<file path="src/rtl/cndm_micro_irq_msi_if.sv">
// MSI request channel between the interrupt message generator and the PCIe MSI block.
interface cndm_micro_irq_msi_if #(
    parameter int IRQ_W = 5
) ();
    logic             msi_req_valid;
    logic [IRQ_W-1:0] msi_req_index;
    logic             msi_req_ready;

    modport master (
        output msi_req_valid,
        output msi_req_index,
        input  msi_req_ready
    );

    modport slave (
        input  msi_req_valid,
        input  msi_req_index,
        output msi_req_ready
    );
endinterface

</file>
<file path="src/rtl/cndm_micro_irq_msi.sv">
// Interrupt message generator: edge-detects per-port interrupts into pending bits,
// round-robin arbitrates the unmasked ones and issues one MSI request at a time,
// with a programmable holdoff gap after every accepted message.
module cndm_micro_irq_msi #(
    parameter int PORTS     = 2,
    parameter int IRQ_W     = 5,
    parameter int IRQ_BASE  = 0,
    parameter int HOLDOFF_W = 16
) (
    input  logic                 clk,
    input  logic                 rst_n,
    input  logic [PORTS-1:0]     irq,
    input  logic [PORTS-1:0]     irq_mask,
    input  logic [HOLDOFF_W-1:0] holdoff,
    output logic [PORTS-1:0]     irq_pending,
    cndm_micro_irq_msi_if.master msi
);

    localparam int SEL_W = (PORTS > 1) ? $clog2(PORTS) : 1;

    typedef enum logic [1:0] {
        IDLE = 2'd0,
        REQ  = 2'd1,
        HOLD = 2'd2
    } state_t;

    state_t               r_state;
    state_t               w_stateNext;
    logic [PORTS-1:0]     r_irqD;
    logic [PORTS-1:0]     r_pending;
    logic [PORTS-1:0]     w_event;
    logic [PORTS-1:0]     w_elig;
    logic [PORTS-1:0]     w_clear;
    logic [SEL_W-1:0]     r_ptr;
    logic [SEL_W-1:0]     r_sel;
    logic [SEL_W-1:0]     w_pick;
    logic                 w_found;
    logic                 w_accept;
    logic                 w_issue;
    logic                 w_holdLoad;
    logic [HOLDOFF_W-1:0] r_cnt;
    logic                 r_valid;
    logic [IRQ_W-1:0]     r_index;
    logic [IRQ_W-1:0]     w_index;

    assign w_event  = irq & ~r_irqD;
    assign w_elig   = r_pending & ~irq_mask;
    assign w_accept = (r_state == REQ) && msi.msi_req_ready;
    assign w_index  = IRQ_W'(IRQ_BASE + int'(w_pick));

    assign msi.msi_req_valid = r_valid;
    assign msi.msi_req_index = r_index;
    assign irq_pending       = r_pending;

    // Round-robin pick: first eligible source after the last served one, wrapping.
    always_comb begin
        w_found = 1'b0;
        w_pick  = '0;
        for (int k = 1; k <= PORTS; k++) begin
            if (!w_found && w_elig[(int'(r_ptr) + k) % PORTS]) begin
                w_found = 1'b1;
                w_pick  = SEL_W'((int'(r_ptr) + k) % PORTS);
            end
        end
    end

    // One-hot clear of the source being accepted this cycle.
    always_comb begin
        w_clear = '0;
        w_clear[r_sel] = w_accept;
    end

    // Next-state logic for the issue / wait-for-ready / holdoff sequence.
    always_comb begin
        w_stateNext = r_state;
        w_issue     = 1'b0;
        w_holdLoad  = 1'b0;
        case (r_state)
            IDLE: begin
                if (w_found) begin
                    w_issue     = 1'b1;
                    w_stateNext = REQ;
                end
            end
            REQ: begin
                if (msi.msi_req_ready) begin
                    if (holdoff == '0) begin
                        w_stateNext = IDLE;
                    end else begin
                        w_holdLoad  = 1'b1;
                        w_stateNext = HOLD;
                    end
                end
            end
            HOLD: begin
                if (r_cnt <= HOLDOFF_W'(1)) begin
                    w_stateNext = IDLE;
                end
            end
            default: w_stateNext = IDLE;
        endcase
    end

    // State register.
    always_ff @(posedge clk or negedge rst_n) begin
        if (!rst_n) begin
            r_state <= IDLE;
        end else begin
            r_state <= w_stateNext;
        end
    end

    // Pending bits, arbitration pointer, request latch and holdoff counter; a new edge beats a same-cycle clear.
    always_ff @(posedge clk or negedge rst_n) begin
        if (!rst_n) begin
            r_irqD    <= '0;
            r_pending <= '0;
            r_ptr     <= SEL_W'(PORTS - 1);
            r_sel     <= '0;
            r_valid   <= 1'b0;
            r_index   <= '0;
            r_cnt     <= '0;
        end else begin
            r_irqD    <= irq;
            r_pending <= (r_pending & ~w_clear) | w_event;
            if (w_issue) begin
                r_sel   <= w_pick;
                r_index <= w_index;
                r_valid <= 1'b1;
            end else if (w_accept) begin
                r_ptr   <= r_sel;
                r_valid <= 1'b0;
            end
            if (w_holdLoad) begin
                r_cnt <= holdoff;
            end else if (r_state == HOLD) begin
                r_cnt <= r_cnt - HOLDOFF_W'(1);
            end
        end
    end

endmodule
</file>
<file path="src/flat_wrapper.sv">
// flat-port wrapper written by rule: the top's interface ports become plain ports
module cndm_micro_irq_msi_flat 
#(
    parameter int PORTS     = 2,
    parameter int IRQ_W     = 5,
    parameter int IRQ_BASE  = 0,
    parameter int HOLDOFF_W = 16
)
  (clk, rst_n, irq, irq_mask, holdoff, irq_pending, msi_msi_req_valid, msi_msi_req_index, msi_msi_req_ready);
  cndm_micro_irq_msi_if #(.IRQ_W(IRQ_W)) msi_i ();
  input  logic clk;
  input  logic rst_n;
  input  logic [PORTS-1:0] irq;
  input  logic [PORTS-1:0] irq_mask;
  input  logic [HOLDOFF_W-1:0] holdoff;
  output logic [PORTS-1:0] irq_pending;
  output wire logic [$bits(msi_i.msi_req_valid)-1:0] msi_msi_req_valid;
  output wire logic [$bits(msi_i.msi_req_index)-1:0] msi_msi_req_index;
  input wire logic [$bits(msi_i.msi_req_ready)-1:0] msi_msi_req_ready;
  assign msi_msi_req_valid = msi_i.msi_req_valid;
  assign msi_msi_req_index = msi_i.msi_req_index;
  assign msi_i.msi_req_ready = msi_msi_req_ready;
  cndm_micro_irq_msi #(.PORTS(PORTS), .IRQ_W(IRQ_W), .IRQ_BASE(IRQ_BASE), .HOLDOFF_W(HOLDOFF_W)) u_core (.clk(clk), .rst_n(rst_n), .irq(irq), .irq_mask(irq_mask), .holdoff(holdoff), .irq_pending(irq_pending), .msi(msi_i));
endmodule
</file>
<file path="config.mk">
export PLATFORM = sky130hd
export DESIGN_NAME = cndm_micro_irq_msi_flat
export DESIGN_NICKNAME = d
export VERILOG_FILES = /design/src/rtl/cndm_micro_irq_msi_if.sv /design/src/rtl/cndm_micro_irq_msi.sv /design/src/flat_wrapper.sv
export SDC_FILE = /design/constraint.sdc
export NUM_CORES = 1
export LEC_CHECK = 0
export BUFFER_PORTS_ARGS = -buffer_cell sky130_fd_sc_hd__buf_2
export CORE_AREA = 2 2 62 64
export CTS_CLUSTER_SIZE = 24
export DETAILED_ROUTE_END_ITERATION = 10
export DIE_AREA = 0 0 64 66
export SYNTH_ARGS = -nofsm -noshare
export SYNTH_HDL_FRONTEND = slang
export SYNTH_SLANG_ARGS = --single-unit
</file>
<file path="constraint.sdc">
create_clock -name clk -period 2.53 [get_ports clk]
set_input_delay 0.253 -clock clk [delete_from_list [all_inputs] [get_ports clk]]
set_output_delay 0.253 -clock clk [all_outputs]
set_load 0.05 [all_outputs]
</file>
=== Yosys cells after proc, flatten, opt, wreduce, memory -nomap -nowiden ===
Index checks and enable logic that the tools add are counted.

* Bits in registers: 25
* Bits in latches: 0
* Output and inout bits: 8
* Bits in writable memories: 0
* Memory bits (read-only): 0
* Memories kept: 0

* Reductions and logical operators: 10
* Divide/modulo/power cells: 0
* Multiply operators: 0
* Multiplexer cells: 26
* Shift-type cells: 0
* Bitwise logic cells: 11
* Add/sub/neg operators: 3
* Magnitude comparators: 5
* Equal/unequal tests: 5

{| class="wikitable"
|+ Operator list
! kind !! number
|-
| two-way mux 16 bit || 2
|-
| two-way mux 1 bit || 18
|-
| less-or-equal comparator 16 x 1 -> 1 bit, second input constant || 1
|-
| zero test 16 bit || 1
|-
| subtractor 16 x 1 -> 16 bit, second input constant || 1
|-
| bitwise AND 2 bit || 4
|-
| two-way mux 2 bit || 4
|-
| < comparator 2 x 3 -> 1 bit, second input constant || 2
|-
| NOT 2 bit || 3
|-
| one-hot mux 2 bit (3 select lines) || 1
|-
| inequality test 2 x 1 -> 1 bit, second input constant || 2
|-
| nonzero test 2 bit || 2
|-
| logical AND 1 bit || 3
|-
| AND reduction 3 bit || 1
|-
| adder 1 bit, second input constant || 2
|-
| bitwise AND 1 bit, first input constant || 2
|-
| equality test 2 x 1 -> 1 bit, second input constant || 1
|-
| equality test 2 bit, second input constant || 1
|-
| zero test 2 bit || 1
|-
| < comparator 1 x 2 -> 1 bit, second input constant || 1
|-
| inequality test 2 bit, second input constant || 1
|-
| OR 2 bit || 1
|-
| AND reduction 2 bit || 1
|-
| demux 1 bit (select 1 bit) || 1
|-
| 3 further kinds || 3
|}

=== Logic depth before layout (Yosys ltp) ===
* Depth in word-level cells: 13
* Mapped depth: 7
* Mapped depth without buffers: 6

=== Worst setup path before layout ===
OpenSTA, ideal clock, no wires.

* Path kind: register -> register
* Start: register u_core.r_state[0]
* End: register u_core.r_cnt[15]
* Stages on the path, launching flop included: 7
* Clock period less this slack: 2205 ps
* Buffers on the path: 1
* Slack: 325 ps
* Data arrival time: 2078 ps
* Setup time: 127 ps
* Required time: 2403 ps
* Cell sequence: dfrtp_1 > buf_6 > or4b_4 > or4_1 > or4_4 > nand3_2 > o211ai_2

* Longest elaborated chain between the ends: 3

{| class="wikitable"
|+ RTL lines
! what !! RTL line !! RTL
|-
| from (decl) || cndm_micro_irq_msi.sv:27 || <nowiki>state_t r_state;</nowiki>
|-
| from (signal assigned) || cndm_micro_irq_msi.sv:109 || <nowiki>r_state <= w_stateNext;</nowiki>
|-
| equality test 2 x 1 -> 1 bit || cndm_micro_irq_msi.sv:78 || <nowiki>case (r_state)</nowiki>
|-
| two-way mux 1 bit || cndm_micro_irq_msi.sv:78 ||
|-
| two-way mux 16 bit or nonzero test 2 bit (tied branches) || -- ||
|-
| to (signal assigned) || cndm_micro_irq_msi.sv:135 || <nowiki>r_cnt <= holdoff;</nowiki>
|-
| to (signal assigned) || cndm_micro_irq_msi.sv:137 || <nowiki>r_cnt <= r_cnt - HOLDOFF_W'(1);</nowiki>
|-
| to (decl) || cndm_micro_irq_msi.sv:41 || <nowiki>logic [HOLDOFF_W-1:0] r_cnt;</nowiki>
|}

Several ways; a longest one is shown, not always the timed one.
A chain may end at the register's enable or synchronous reset.

=== Worst setup path in the final report ===
* Start: register u_core.r_state[1]
* End: register u_core.r_cnt[15]

The elaborated chain is that of the path after synthesis.

==> metrics.md <==
| Metric | Value |
|---|---|
| Overall power | `about 630 uW` |
| Post-synthesis mux area share | `1.460%` |
| Initial DRT Pass Iterations | `5` |
| RSZ-0062 raised after global routing | `no` |
| First-pass GRT wire length | `5133 um` |
| DRT iter0 DRCs | `48` |
| Fmax | `430.0 MHz` |
| Post-Synth XOR/XNOR Area | `1.916%` |
| Routed WL | `2994 um` |
| Asr flop ratio synth | `100.0%` |
| Complex-gate fraction of the synthesized area | `16.33%` |
| Area Overhead vs Synth | `14.05%` |
| Syn Inst Count | `149` |
| WL met3 | `between 100 and 150 um` |
| Drc violations | `0` |
| TritonCTS clock tree | `built` |
| DPL Wire Length | `2319 um` |
| Clock transition at the registers of the reported paths | `roughly 0.13 ns` |
| GRT overflow | `0` |
| Register area share after synthesis | `around 46%` |
| Post-synth cell types | `42` |
| Highest Signal Layer | `met4` |
| Overall routing resource usage | `15.60%` |
| Peak per-stage delay on the critical path | `0.54 ns` |
| Skew-Pair Late Insertion Delay | `approximately 0.32 ns` |
| Final Cycle Share | `91.92%` |
| Final min period | `2.326 ns` |
| Starting density of the core | `38.62%` |
| Final worst slack | `0.2045 ns` |
| Post-Syn Area | `1371 um^2` |
| Nets | `202` |
| Slowest cell on the critical path | `or4b_4` |
| Met2 WL post-DR | `between 1000 and 1500 um` |
| GP Congestion | `0.8209` |
| Sum of negative setup slack | `0 ns` |
| CP max FO | `10` |
| Core area | `about 3600 um^2` |
| Worst slew pin tran | `0.6391 ns` |
| WL/cell | `between 10 and 15 um` |
| Hold crit path type | `in2reg` |
| Die area | `4224 um^2` |
| Synthesized area per cell | `9.203 um^2` |
| Status | `finished, final reports clean` |
| Critical Path Start Type | `flop` |
| WP data required | `2.74 ns` |
| Total of max-cap violations | `0` |
| Max Slew Vio Count | `0` |
| Final Hold Fails | `0` |
| Vias in the first global route | `1,183` |
| Worst VDD drop | `0.2461 mV` |
| Largest family of logic cells by synthesized area | `simple AND/OR/NAND/NOR gates` |
| Die width | `64 um` |
| IO Count | `31` |
| # diodes | `0` |
| Main synth FF type | `dfrtp_1` |
| Max-slew headroom | `57.39%` |
| Seq. cell area | `626.9 um^2` |
| Final setup vio count | `0` |
| Die Span Y | `66 um` |
| Routed length on met1 | `about 1400 um` |
| Clock Skew | `0.006593 ns` |
| Post-synthesis register bit count | `25` |
| Clock Path Buffers | `2` |
| CP Class | `reg2reg` |
| CP arrival | `2.53 ns` |
| CP Cell Sequence | `or4b_4, or4_1, or4_4, nand3_2, o211ai_2` |
| Initial antenna violation count | `0` |
| DP Worst Slack | `between 0.2 and 0.3 ns` |
| Vias per Instance | `5.313` |
| P_leak | `roughly 0.64 nW` |
| Footprint of the multi-input gates | `671.9 um^2` |
| DR vias | `1,190` |
| Antenna viol nets, final | `0` |
| Crit. End Element | `flop` |
| R2r setup slk | `0.20 ns` |
| Num rows | `22` |
| Synth Area in Simple Gates | `26.37%` |
| Largest net degree at the start of global routing | `26` |
| Resized Gates After CTS | `0` |
| CTS Root Cell | `clkbuf_4` |
| PwrDens | `400.4 nW/um^2` |
| Post-CTS setup buffers | `0` |
| TritonCTS buffer count | `3` |
| Post-synth EDFFs | `0` |
| Fillers | `342` |
| Synth Area in Adders | `under 10%` |
| IO buf count | `26` |
| Clock Sinks | `25` |
| Share of layout cells above drive strength 1 | `22.73%` |
| H-tree Lvls | `1` |
| Synth warn | `0` |
-- state kept, by name (all words and copies together), names as in the netlist --
signal	cells
u_core.r_state	2
u_core.r_ptr	1
u_core.r_irqD	2
u_core.irq_pending	2
u_core.r_sel	1
u_core.msi.msi_req_valid	1
u_core.r_cnt	16
-- critical path, delay by kind of cell (launching register included) --
family,cells,cell delay [ns]
flops,1,0.52
simple gates,4,1.62
compound gates,1,0.08
-- logic make-up after synthesis --
logic type / count (synthesis)
AND/OR/NAND/NOR: 67
AO/OA/AOI/OAI: 34
flip-flops: 25
buffers and inverters: 15
XOR/XNOR: 3
adder cells (fa/ha/maj): 2
multiplexers: 2
other: 1
-- power breakdown --
group	switching (mW)	internal, mW	leakage, nW
logic	0.0341	0.0157	0.363
registers	0.000308	0.401	0.258
clock network	0.116	0.0592	0.0177
-- area by class of cell --
cell class	count	share of cell area, %
tap	48	3.840
sequential	25	40.08
inverter	6	1.440
clock inverter	1	0.3200
clock buffer	3	1.440
multi-input combinational	112	42.96
timing repair buffer	29	9.920
-- what timing repair did --
item / CTS / global route
setup endpoints to repair: 0 / 0
endpoints found under the hold margin: 24 / 0
hold buffers: 1 / 0
-- metal layers --
layer	global-route usage (%)	vias up
met4	6.250	0
met3	2.726	4
li1	-	593
met1	19.61	575
met5	0	-
met2	26.56	18
-- path summary, 6_finish.rpt --
kind	from	to	cells after the start
max in group asynchronous	rst_n	u_core.r_ptr$_DFFE_PN1P_	2
min	irq[0]	u_core.r_irqD[0]$_DFF_PN0_	1
min reg2reg	u_core.r_irqD[0]$_DFF_PN0_	u_core.irq_pending[0]$_DFF_PN0_	1
max reg2reg	u_core.r_state[1]$_DFFE_PN0P_	u_core.r_cnt[15]$_DFFE_PN0P_	5
min in group asynchronous	rst_n	u_core.r_irqD[0]$_DFF_PN0_	2
max	u_core.r_state[1]$_DFFE_PN0P_	u_core.r_cnt[15]$_DFFE_PN0P_	5
-- Yosys cell counts, drive strengths merged (2+ instances only) --
| cell | count | share of area (%) |
|---|---|---|
| nor3 | 3 | 1.1 |
| buf | 7 | 3.9 |
| or2 | 3 | 1.4 |
| nand4 | 2 | 0.91 |
| a21oi | 6 | 2.2 |
| o211ai | 5 | 3.1 |
| a221o | 3 | 2.2 |
| dfrtp | 24 | 44 |
| nor2 | 12 | 3.3 |
| mux2i | 2 | 1.5 |
| xnor2 | 2 | 1.3 |
| nor4 | 7 | 3.2 |
| ha | 2 | 1.8 |
| o21ai | 13 | 4.7 |
| nand2 | 17 | 4.8 |
| or4 | 4 | 2.5 |
| o311ai | 2 | 1.3 |
| nand3 | 6 | 2.6 |
| or3 | 4 | 1.8 |
| nand2b | 4 | 1.8 |
| clkbuf | 2 | 0.55 |
| inv | 6 | 1.6 |
-- metrics by stage --
step	hold WS (ns)	utilization, %	cell area [um^2]	instances
detailed placement	0.2778	42.99	1526	219
finish	0.04597	44.05	1564	224
global route	0.02465	44.05	1564	224
floorplan	-0.04259	-	1383	152
global placement	0.2811	42.99	1526	219
CTS	0.03781	44.05	1564	224
-- cells in the final DEF (no fill, tap or decap), drive strengths merged, types with 2 or more instances in the layout --
master   n
o21ai   13
or3      4
nor2    12
xnor2    2
nor3     3
buf     28
ha       2
nand2b   4
a221o    3
or4      4
conb     4
clkbuf   3
nand2   17
nor4     7
inv      6
mux2i    2
o311ai   2
nand3    6
nand4    2
dfrtp   24
a21oi    6
o211ai   5
or2      3
Note: power is estimated with default switching activity, not from simulation.
